## src/rtl/dom_shared_inv_out_gf4_pkg.sv

```systemverilog
// Shared types and GF(2^2) normal-basis helpers for the masked GF(2^4) inversion output stage.
package dom_shared_inv_out_gf4_pkg;

  localparam int GF2_W  = 2;
  localparam int GF4_W  = 4;
  localparam int XH_LSB = 2;
  localparam int XL_LSB = 0;

  // One GF(2^4) share split into its GF(2^2) halves.
  typedef struct packed {
    logic [GF2_W-1:0] xh;
    logic [GF2_W-1:0] xl;
  } gf4_split_t;

  // GF(2^2) multiply in normal basis; the multiplicative identity is 2'b11.
  function automatic logic [GF2_W-1:0] gf4_nb_mul(input logic [GF2_W-1:0] a,
                                                  input logic [GF2_W-1:0] b);
    logic e;
    e = (a[1] ^ a[0]) & (b[1] ^ b[0]);
    return {(a[1] & b[1]) ^ e, (a[0] & b[0]) ^ e};
  endfunction

  function automatic int n_rnd_pairs(input int shares);
    return shares * (shares - 1) / 2;
  endfunction

  // Row-major upper-triangle index of the share pair {i, j}; symmetric in i and j.
  function automatic int pair_idx(input int i, input int j, input int shares);
    int lo;
    int hi;
    lo = (i < j) ? i : j;
    hi = (i < j) ? j : i;
    return lo * shares - (lo * (lo + 1)) / 2 + (hi - lo - 1);
  endfunction

endpackage

```

## src/rtl/dom_indep_mul_gf2.sv

```systemverilog
// DOM-indep shared GF(2^2) multiplier: every partial product is registered before shares mix.
module dom_indep_mul_gf2
  import dom_shared_inv_out_gf4_pkg::*;
#(
  parameter int SHARES = 2
) (
  input  logic                                ClkxCI,
  input  logic                                RstxRI,
  input  logic                                EnxSI,
  input  logic [GF2_W*SHARES-1:0]             _AxDI,
  input  logic [GF2_W*SHARES-1:0]             _BxDI,
  input  logic [GF2_W*n_rnd_pairs(SHARES)-1:0] _ZxDI,
  output logic [GF2_W*SHARES-1:0]             _QxDO
);

  localparam int NT = SHARES * SHARES;

  logic [GF2_W*NT-1:0] term;
  logic [GF2_W*NT-1:0] r;

  for (genvar i = 0; i < SHARES; i++) begin : g_row
    for (genvar j = 0; j < SHARES; j++) begin : g_col
      localparam int T = i * SHARES + j;
      logic [GF2_W-1:0] prod;

      gf2_mul #(.N(2)) u_pp (
        .a (_AxDI[GF2_W*i +: GF2_W]),
        .b (_BxDI[GF2_W*j +: GF2_W]),
        .q (prod)
      );

      if (i == j) begin : g_inner
        assign term[GF2_W*T +: GF2_W] = prod;
      end else begin : g_cross
        // The same Z word blinds both R[i][j] and R[j][i], so it cancels in the share sum.
        assign term[GF2_W*T +: GF2_W] = prod ^ _ZxDI[GF2_W*pair_idx(i, j, SHARES) +: GF2_W];
      end
    end
  end

  // NOTE: sequential state uses non-blocking (<=) so every flop samples pre-edge values.
  // NOTE: the R array is small and security relevant, so it is reset like any other flop.
  always_ff @(posedge ClkxCI or posedge RstxRI) begin
    if (RstxRI) begin
      r <= '0;
    end else if (EnxSI) begin
      r <= term;
    end
  end

  // NOTE: always_comb outputs get a default first so no path can infer a latch.
  always_comb begin
    _QxDO = '0;
    for (int i = 0; i < SHARES; i++) begin
      for (int j = 0; j < SHARES; j++) begin
        _QxDO[GF2_W*i +: GF2_W] = _QxDO[GF2_W*i +: GF2_W] ^ r[GF2_W*(i*SHARES + j) +: GF2_W];
      end
    end
  end

endmodule

```

## src/rtl/gf2_mul.sv

```systemverilog
// Combinational GF(2^2) normal-basis partial-product multiplier.
module gf2_mul
  import dom_shared_inv_out_gf4_pkg::*;
#(
  parameter int N = 2
) (
  input  logic [N-1:0] a,
  input  logic [N-1:0] b,
  output logic [N-1:0] q
);

  assign q = gf4_nb_mul(a, b);

endmodule

```

## src/rtl/dom_shared_inv_out_gf4.sv

```systemverilog
// Masked GF(2^4) inversion output stage: aligns X with the upstream theta and forms {theta*Xl, theta*Xh}.
module dom_shared_inv_out_gf4
  import dom_shared_inv_out_gf4_pkg::*;
#(
  parameter int SHARES           = 2,
  parameter int UPSTREAM_LATENCY = 1
) (
  input  logic                            ClkxCI,
  input  logic                            RstxRI,
  input  logic                            ValidxSI,
  input  logic [GF4_W*SHARES-1:0]         _XxDI,
  input  logic [GF2_W*SHARES-1:0]         _InvxDI,
  input  logic [SHARES*(SHARES-1)*2-1:0]  _ZxDI,
  output logic [GF4_W*SHARES-1:0]         _QxDO,
  output logic                            ValidxSO
);

  localparam int L  = UPSTREAM_LATENCY;
  localparam int XW = GF4_W * SHARES;
  localparam int ZW = GF2_W * n_rnd_pairs(SHARES);

  logic [L-1:0]        align_v;
  logic [XW*L-1:0]     align_x;
  logic [L:0]          v_ext;
  logic [XW*(L+1)-1:0] x_ext;
  logic                v_d;
  logic [XW-1:0]       x_d;

  // Stage k reads slot k of the extended chain; slot 0 is the block input.
  assign v_ext = {align_v, ValidxSI};
  assign x_ext = {align_x, _XxDI};
  assign v_d   = v_ext[L];
  assign x_d   = x_ext[XW*L +: XW];

  always_ff @(posedge ClkxCI or posedge RstxRI) begin
    if (RstxRI) begin
      align_v <= '0;
      align_x <= '0;
    end else begin
      align_v <= v_ext[L-1:0];
      for (int k = 0; k < L; k++) begin
        if (v_ext[k]) begin
          align_x[XW*k +: XW] <= x_ext[XW*k +: XW];
        end
      end
    end
  end

  logic [GF2_W*SHARES-1:0] xh_sh;
  logic [GF2_W*SHARES-1:0] xl_sh;

  always_comb begin
    gf4_split_t s;
    xh_sh = '0;
    xl_sh = '0;
    for (int i = 0; i < SHARES; i++) begin
      s = x_d[GF4_W*i +: GF4_W];
      xh_sh[GF2_W*i +: GF2_W] = s.xh;
      xl_sh[GF2_W*i +: GF2_W] = s.xl;
    end
  end

  logic [GF2_W*SHARES-1:0] q_hi;
  logic [GF2_W*SHARES-1:0] q_lo;

  dom_indep_mul_gf2 #(.SHARES(SHARES)) u_mul_hi (
    .ClkxCI (ClkxCI),
    .RstxRI (RstxRI),
    .EnxSI  (v_d),
    ._AxDI  (_InvxDI),
    ._BxDI  (xl_sh),
    ._ZxDI  (_ZxDI[ZW-1:0]),
    ._QxDO  (q_hi)
  );

  dom_indep_mul_gf2 #(.SHARES(SHARES)) u_mul_lo (
    .ClkxCI (ClkxCI),
    .RstxRI (RstxRI),
    .EnxSI  (v_d),
    ._AxDI  (_InvxDI),
    ._BxDI  (xh_sh),
    ._ZxDI  (_ZxDI[2*ZW-1:ZW]),
    ._QxDO  (q_lo)
  );

  always_ff @(posedge ClkxCI or posedge RstxRI) begin
    if (RstxRI) begin
      ValidxSO <= 1'b0;
    end else begin
      ValidxSO <= v_d;
    end
  end

  always_comb begin
    _QxDO = '0;
    for (int i = 0; i < SHARES; i++) begin
      _QxDO[GF4_W*i + XH_LSB +: GF2_W] = q_hi[GF2_W*i +: GF2_W];
      _QxDO[GF4_W*i + XL_LSB +: GF2_W] = q_lo[GF2_W*i +: GF2_W];
    end
  end

endmodule

```

## config.mk

```make
export PLATFORM = sky130hd
export DESIGN_NAME = dom_shared_inv_out_gf4
export DESIGN_NICKNAME = d
export VERILOG_FILES = /design/src/rtl/dom_shared_inv_out_gf4_pkg.sv /design/src/rtl/dom_indep_mul_gf2.sv /design/src/rtl/gf2_mul.sv /design/src/rtl/dom_shared_inv_out_gf4.sv
export SDC_FILE = /design/constraint.sdc
export NUM_CORES = 1
export LEC_CHECK = 0
export BUFFER_PORTS_ARGS = -buffer_cell sky130_fd_sc_hd__buf_2
export CAP_MARGIN = 20
export CORE_MARGIN = 1
export CORE_UTILIZATION = 45
export DETAILED_ROUTE_END_ITERATION = 16
export PLACE_DENSITY = 0.67
export SLEW_MARGIN = 20
export SYNTH_ARGS = -nofsm -noshare
export SYNTH_HDL_FRONTEND = slang
export SYNTH_SLANG_ARGS = --single-unit
```

## constraint.sdc

```tcl
create_clock -name ClkxCI -period 3.5 [get_ports ClkxCI]
set_input_delay 1.05 -clock ClkxCI [delete_from_list [all_inputs] [get_ports ClkxCI]]
set_output_delay 1.05 -clock ClkxCI [all_outputs]
set_load 0.01 [all_outputs]
```

# Yosys cells after proc, flatten, opt, wreduce, memory -nomap -nowiden
# Cells that the tools add are included.
dict set report totals {
  ff_bits 26
  in_bits 19
  out_inout_bits 9
  wordCells 59
}
dict set report op_classes {
  n_bitwise 54
}
# operator n
set ops {}
lappend ops {{1-bit bitwise AND} 24}
lappend ops {{1-bit bitwise XOR} 22}
lappend ops {{2-bit bitwise XOR} 8}

# Depth between registers and ports, before layout
# Gate-level depths: netlist (run 1).
dict set report logic_depth {
  ltp_word 4
  depth_mapped 5
  ltp_nobuf 4
}

# Cells and area by module
# A second synthesis (run 1) with hierarchy kept.
dict set report unflattened {
  hier_cells 160
  hier_area_um2 1681.6
}
# mod n_inst cells_each area_each_um2 seq_area_each_um2
set by_module_without_submodules {}
lappend by_module_without_submodules {dom_indep_mul_gf2 2 30 372.9 200.2}
lappend by_module_without_submodules {gf2_mul 8 10 68.8 0.0}
lappend by_module_without_submodules {dom_shared_inv_out_gf4 1 20 385.4 250.2}

# Worst setup path before layout (run 1)
# Ideal clock, no wire load.
dict set report synth_path {
  kind {input port to flip-flop}
  start {in _InvxDI[3]}
  end {reg u_mul_lo.r[5]}
  t_arrival_ps 1943
  slack_ps 1433
  path_stages 5
  path_buffers 1
  path_cell_list {clkbuf_1 -> nand2_1 -> xor2_1 -> xnor2_1 -> mux2_2}
}
dict set report synth_between {
  elab_chain_cells 4
  word_cells_on_any_way 5
  classes_between {5 x bitwise}
}
# element line
set synth_lines {}
lappend synth_lines {{start, declared} dom_shared_inv_out_gf4.sv:12} ;# input logic [GF2_W*SHARES-1:0] _InvxDI,
lappend synth_lines {{1-bit bitwise XOR} dom_shared_inv_out_gf4_pkg.sv:19} ;# e = (a[1] ^ a[0]) & (b[1] ^ b[0]);
lappend synth_lines {{1-bit bitwise AND} dom_shared_inv_out_gf4_pkg.sv:19}
lappend synth_lines {{1-bit bitwise XOR (*)} dom_shared_inv_out_gf4_pkg.sv:20} ;# return {(a[1] & b[1]) ^ e, (a[0] & b[0]) ^ e};
lappend synth_lines {{2-bit bitwise XOR (*)} dom_indep_mul_gf2.sv:36} ;# assign term[GF2_W*T +: GF2_W] = prod ^ _ZxDI[GF2_W*pair_idx(i, j, SHARES) +: GF2_W];
lappend synth_lines {{end signal, assigned} dom_indep_mul_gf2.sv:47} ;# r <= term;
lappend synth_lines {{end, declared} dom_indep_mul_gf2.sv:19} ;# logic [GF2_W*NT-1:0] r;
# Mark *: on every way between the ends. The rest lies on a longest branch, timed or not.
# A chain may end at the register's enable or synchronous reset.

# Final worst setup path (run 1)
dict set report layout_path {
  start {reg u_mul_hi.r[6]}
  end {out _QxDO[6]}
}
dict set report layout_between {
  elab_chain_cells 1
}
# element line
set layout_lines {}
lappend layout_lines {{start, declared} dom_indep_mul_gf2.sv:19}
lappend layout_lines {{start signal, assigned} dom_indep_mul_gf2.sv:47}
lappend layout_lines {{2-bit bitwise XOR} dom_indep_mul_gf2.sv:56} ;# _QxDO[GF2_W*i +: GF2_W] = _QxDO[GF2_W*i +: GF2_W] ^ r[GF2_W*(i*SHARES + j) +: GF2_W];
lappend layout_lines {{end, declared} dom_shared_inv_out_gf4.sv:14} ;# output logic [GF4_W*SHARES-1:0] _QxDO,
# Every way passes these cells.

==> impl_results.md, run 1 <==
* Status: finished, final reports clean
* Site Rows at 20
* HPWL Detailed at 2060 um
* Grt ovf at 0
* Commonest non-fill, non-tap cell in the layout: buf_2
* Commonest cells after routing, fill and taps aside: buf_2 (27), dfrtp_1 (26), mux2_2 (20)
* Primary FF master, synth: dfrtp_1
* Post-synth EDFFs at 0
* Drt wl/cell at roughly 13 um
* Post-CTS setup buffer count at 0
* Post-route DRC violation count at 0
* Root Driver: clkbuf_4
* Initial DRT Pass Iterations at 4
* Clock Path Buffers at 2
* Worst-margin pin slew at about 940 ps
* Fin crit share at 0.599
* Clock Skew at between 8 and 9 ps
* IO buf count at 27
* Largest net degree at the start of global routing at 27
* Post-synthesis xor/xnor area fraction at 0.159
* Die Height at between 60 and 70 um
* Distinct cells, synth at 25
* Vias in the first global route at 1,076
* Cell Area, Synth at 1540 sq um
* Crit Path Category: register to primary output
* Compound-Gate Fraction of Synth Area at 0.0998
* Share of cells above drive strength 1 at 0.325
* Setup Viol. Count Final at 0
* CTS hold repair buffers at 0
* Clock Latency Late Sink at 330 ps
* Vias per inst at about 5.1
* Yosys reg bits at 26
* Final hold vios at 0
* Initial core utilization at 0.489
* Critical Path RT at roughly 2500 ps
* Post-synthesis adder-cell area fraction at 0
* Syn_nets at 164
* RSZ-0062 raised after global routing: false
* Max Transition Viols Final at 0
* Antenna diodes at 0
* Pwr/cell area at between 400 and 500 nW/um^2
* CP arrival at 1050 ps
* Min-delay worst type: register to register
* Min cycle time layout at 2100 ps
* Die ar. at 3660 sq um
* Ports at 28
* CTS tree: yes
* Mean area per synthesized cell at 10.6 sq um
* GPL Wtd Cong at 0.772
* Async SR Flop Fraction at 1.00
* Clock buffer count from CTS at 3
* Setup_tns at 0 ps
* Vias at about 1,100
* First-pass GRT wire length at 4990 um
* Clock slew at reported path FFs at around 150 ps
* Max Cap Viol at 0
* Synth warn at 0
* Leakage Power at ~0.74 nW
* Simple-gate portion of the synthesized area at 0.110
* GRT Total Usage at 0.182
* Multiplexer area fraction after synthesis at 0.167
* Layout area overhead at 12.0%
* Detail Route Antenna Nets at 0
* Register area share after synthesis at 0.422
* Critical path fanouts, max at 2
* Main combinational cell family by area after synthesis: multiplexers
* CTS sink count at 26
* VDD IR max at 0.249 mV
* Nets@finish at around 190
* Core Region at approximately 3200 sq um
* Relative slew slack at 0.372
* Antenna violations before repair at 0
* Crit end category: primary output
* Post-Synthesis Cells at 145
* CTS resizes at 0
* Number of H-tree levels at 1
* Die width at about 61 um
* DRT Wirelength at 2760 um
* Fmax at 0.477 GHz
* Initial drt markers at 28
* Final Hold Slack at 547 ps
* CP startpoint kind: register
per-stage QoR:
step | cell area, sq um | total power [mW] | util | setup WS [ps] | std cells
after global placement | 1670 | 0.643 | 0.531 | 1140 | 206
after global routing | 1730 | 0.908 | 0.548 | 1340 | 210
after floorplan | 1540 | 0.579 | - | 1430 | 145
final | 1730 | 0.854 | 0.548 | 1400 | 210
after detailed placement | 1670 | 0.655 | 0.531 | 1090 | 206
after CTS | 1730 | 0.864 | 0.548 | 1390 | 210
worst paths after layout:
check	startpoint	endpoint	slack, ps	cells after the start
min	u_mul_hi.r[5]	u_mul_hi.r[5]	550	1
max in group asynchronous	RstxRI	u_mul_lo.r[1]	2280	2
max	u_mul_hi.r[6]	_QxDO[6]	1400	2
min reg2reg	u_mul_hi.r[5]	u_mul_hi.r[5]	550	1
min in group asynchronous	RstxRI	u_mul_hi.r[6]	780	2
max reg2reg	align_x[6]	u_mul_lo.r[3]	1990	4
area by class of cell:
type,instances,area (sq um)
clock buffers,3,22.5
inverters,2,7.51
well taps,44,55.1
fillers,310,1430
multi-input cells,107,826
repair buffers,27,135
clock inverters,1,30.0
flip-flops and latches,26,651
where the power goes:
part	internal, mW	switching (mW)	total (mW)	leakage, nW
registers	0.350	0.0493	0.400	0.303
logic	0.133	0.111	0.244	0.408
clock network	0.116	0.0939	0.210	0.0279
synth_stat cells, types with 2 or more instances:
library cell | n | share of area
nor2_1 | 11 | 0.027
o21ai_0 | 5 | 0.016
nand2_1 | 8 | 0.019
a22oi_1 | 2 | 0.0097
clkbuf_1 | 4 | 0.0097
nand2b_1 | 6 | 0.024
mux2_2 | 20 | 0.15
inv_1 | 2 | 0.0049
xnor2_1 | 14 | 0.080
mux2_1 | 2 | 0.015
dfrtp_1 | 26 | 0.42
buf_6 | 2 | 0.015
a21oi_1 | 11 | 0.036
nor2b_1 | 2 | 0.0081
a221oi_2 | 2 | 0.019
buf_2 | 4 | 0.013
xor2_1 | 14 | 0.080
a31oi_1 | 2 | 0.0081
and2b_1 | 2 | 0.0097
flip-flops by register name, summed over array words and instances, names as in the netlist:
register,cells
ValidxSO,1
align_v,1
align_x,8
u_mul_hi.r,8
u_mul_lo.r,8
critical path, cell delays in order, from the launching register on:
cell     delay, ps
dfrtp_1        420
xor2_1         160
buf_2          140
kinds of logic after synthesis:
| family | Yosys count |
|---|---|
| simple gates | 32 |
| flops | 26 |
| buf+inv | 12 |
| xor+xnor | 28 |
| mux | 23 |
| compound gates | 24 |
metal layers:
metal  wire, um  global-route usage  vias to the layer above
li1           -                   -                      530
met1       1320               0.244                      521
met2       1350               0.306                       15
met3         58              0.0192                        4
met4         32              0.0682                        0
met5          0                   0                        -
Note: power is estimated with default switching activity, not from simulation.
==> run 2: changes to the inputs <==
- PLACE_DENSITY: 0.67 -> 0.69
- clock period: 3.5 -> 1.9 ns (I/O delays scaled with it)
==> impl_results.md, run 2 (same netlist as run 1, synthesis figures left out) <==
* Nets@finish at 191 (+2.7%)
* Status: finished, final reports clean
* Relative slew slack at 0.784 (+0.412)
* Number of H-tree levels at 1 (unchanged)
* Initial drt markers at 13 (-54%)
* CTS hold repair buffers at 0 (unchanged)
* Initial core utilization at 0.489 (unchanged)
* Core Region at 3150 sq um (unchanged)
* GPL Wtd Cong at 0.820 (+6.1%)
* Pwr/cell area at 900 nW/um^2 (+82%)
* Sequential power share at 0.459 (-0.009)
* FILL cells at 301 (-2.9%)
* Worst-margin pin slew at 325 ps (-612 ps)
* Critical path fanouts, max at 2 (unchanged)
* Antenna diodes at 0 (unchanged)
* Max Cap Viol at 0 (unchanged)
* Die width at 60.5 um (unchanged)
* Critical Path RT at 1330 ps (-1120 ps)
* Setup Viol. Count Final at 0 (unchanged)
* Clk network pwr share at 0.246 (about the same)
* CTS sink count at 26 (unchanged)
* Vias at 1,081 (+1.0%)
* Min-delay worst type: input pin to async pin
* GR peak layer: met2
* CTS tree: yes
* Largest net degree at the start of global routing at 27 (unchanged)
* GRT met1 Usage at 0.223 (-0.0206)
* First-pass GRT wire length at 4750 um (-4.8%)
* Crit-path cells: xor2_1 -> buf_2
* Share of cells above drive strength 1 at 0.345 (+0.0197)
* Antenna violations before repair at 0 (unchanged)
* Routing usage on met2 at 0.286 (-0.0204)
* Clock Skew at 1.27 ps (-7.71 ps)
* Detail Route Antenna Nets at 0 (unchanged)
* Final hold vios at 0 (unchanged)
* Grt ovf at 0 (unchanged)
* Clock Latency Late Sink at 340 ps (about the same)
* Setup_tns at 0 ps (unchanged)
* Commonest non-fill, non-tap cell in the layout: buf_2
* Clock slew at reported path FFs at 140 ps (about the same)
* Clock buffer count from CTS at 3 (unchanged)
* VDD IR max at 0.450 mV (+81%)
* Commonest cells after routing, fill and taps aside: buf_2 (27), dfrtp_1 (26), mux2_2 (20)
* Leakage Power at 0.767 nW (+3.8%)
* RSZ-0062 raised after global routing: false
* DRT Wirelength at 2840 um (+2.8%)
* CP startpoint kind: register
* Post-CTS setup buffer count at 0 (unchanged)
* Crit-path slowest cell: dfrtp_1
* Logic pwr share at 0.295 (+0.009)
* Drt wl/cell at 13.2 um (+0.40%)
* WP buf/inv at 1 (unchanged)
* Crit Path Category: register to primary output
* Max incr delay on CP at 430 ps (about the same)
* Site Rows at 20 (unchanged)
* Int Pwr at 1.11 mW (+85%)
* Max Transition Viols Final at 0 (unchanged)
* Vias in the first global route at 1,063 (-1.2%)
* NetSw at 476 uW (+87%)
* Clock Path Buffers at 2 (unchanged)
* Initial DRT Pass Iterations at 4 (unchanged)
* Fin crit share at 0.858
* Met3 Usage GRT at 0.0426 (+0.0235)
* Die Height at 60.5 um (unchanged)
* Fmax at 0.614 GHz
* Min cycle time layout at 1630 ps
* Crit path max-delay family: flip-flops
* Post-route DRC violation count at 0 (unchanged)
* Switching share of power at 0.300 (+0.00188)
* HPWL Detailed at 2110 um (+2.5%)
* Crit end category: primary output
* CP arrival at 1060 ps (about the same)
* Reg2reg setup slack at 340 ps (-1650 ps)
* Ports at 28 (unchanged)
* Layout area overhead at 14.4%
* Vias per inst at 5.03 (-1.3%)
* GRT Total Usage at 0.181 (-0.00143)
* Regs by FF count: align_x: 8 flops, u_mul_hi.r: 8 flops, u_mul_lo.r: 8 flops
* CTS resizes at 0 (unchanged)
* Final Hold Slack at 251 ps (-296 ps)
* Die ar. at 3660 sq um (unchanged)
* Root Driver: clkbuf_4
* IO buf count at 27 (unchanged)
run 2: cell types whose count changed in the layout (fill, tap and decap cells not counted):
| cell | change |
|---|---|
| clkinv_1 | -1 |
| buf_4 | +5 |
| inv_1 | +1 |
run 2: tightest hold or removal path: stages:
cell and delay (ps):
buf_2 90, inv_1 40, buf_4 310
run 2: power groups by stage:
stage | Clock, mW | Combinational [mW] | Sequential, mW
2_1_floorplan | 0 | 0.354 | 0.712
3_3_place_gp | 0 | 0.458 | 0.733
3_5_place_dp | 0 | 0.473 | 0.741
4_1_cts | 0.400 | 0.476 | 0.729
5_1_grt | 0.415 | 0.521 | 0.743
6_report | 0.391 | 0.468 | 0.728
run 2: worst paths after layout:
| check | from | to | cells past startpoint |
|---|---|---|---|
| min reg2reg | u_mul_hi.r[5] | u_mul_hi.r[5] | 1 |
| max | u_mul_lo.r[3] | _QxDO[1] | 2 |
| min in group ClkxCI | ValidxSI | align_v | 1 |
| min | RstxRI | u_mul_hi.r[6] | 3 |
| max in group asynchronous | RstxRI | u_mul_lo.r[1] | 3 |
| max reg2reg | align_x[7] | u_mul_lo.r[3] | 4 |
run 2: layer usage:
| metal | vias to the layer above | part of all wire |
|---|---|---|
| met1 | 503 | 0.45 |
| met5 | - | 0 |
| li1 | 547 | - |
| met3 | 9 | 0.039 |
| met4 | 0 | 0.035 |
| met2 | 22 | 0.48 |
run 2: layout make-up:
type / instances / area, sq um / area share
multi-input cells: 107 / 826 / 0.468
flip-flops and latches: 26 / 651 / 0.369
repair buffers: 32 / 173 / 0.0979
well taps: 44 / 55.1 / 0.0312
clock inverters: 1 / 30.0 / 0.0170
clock buffers: 3 / 22.5 / 0.0128
inverters: 2 / 7.51 / 0.00426
run 2: stage by stage:
step / setup slack (ps) / std cells / utilization / cell area [sq um] / power [mW]
2_1_floorplan: 313 / 145 / - / 1540 / 1.07
3_3_place_gp: 116 / 211 / 0.543 / 1710 / 1.19
3_5_place_dp: 52.7 / 211 / 0.543 / 1710 / 1.21
4_1_cts: 264 / 215 / 0.560 / 1760 / 1.60
5_1_grt: 210 / 215 / 0.560 / 1760 / 1.68
6_report: 270 / 215 / 0.560 / 1760 / 1.59
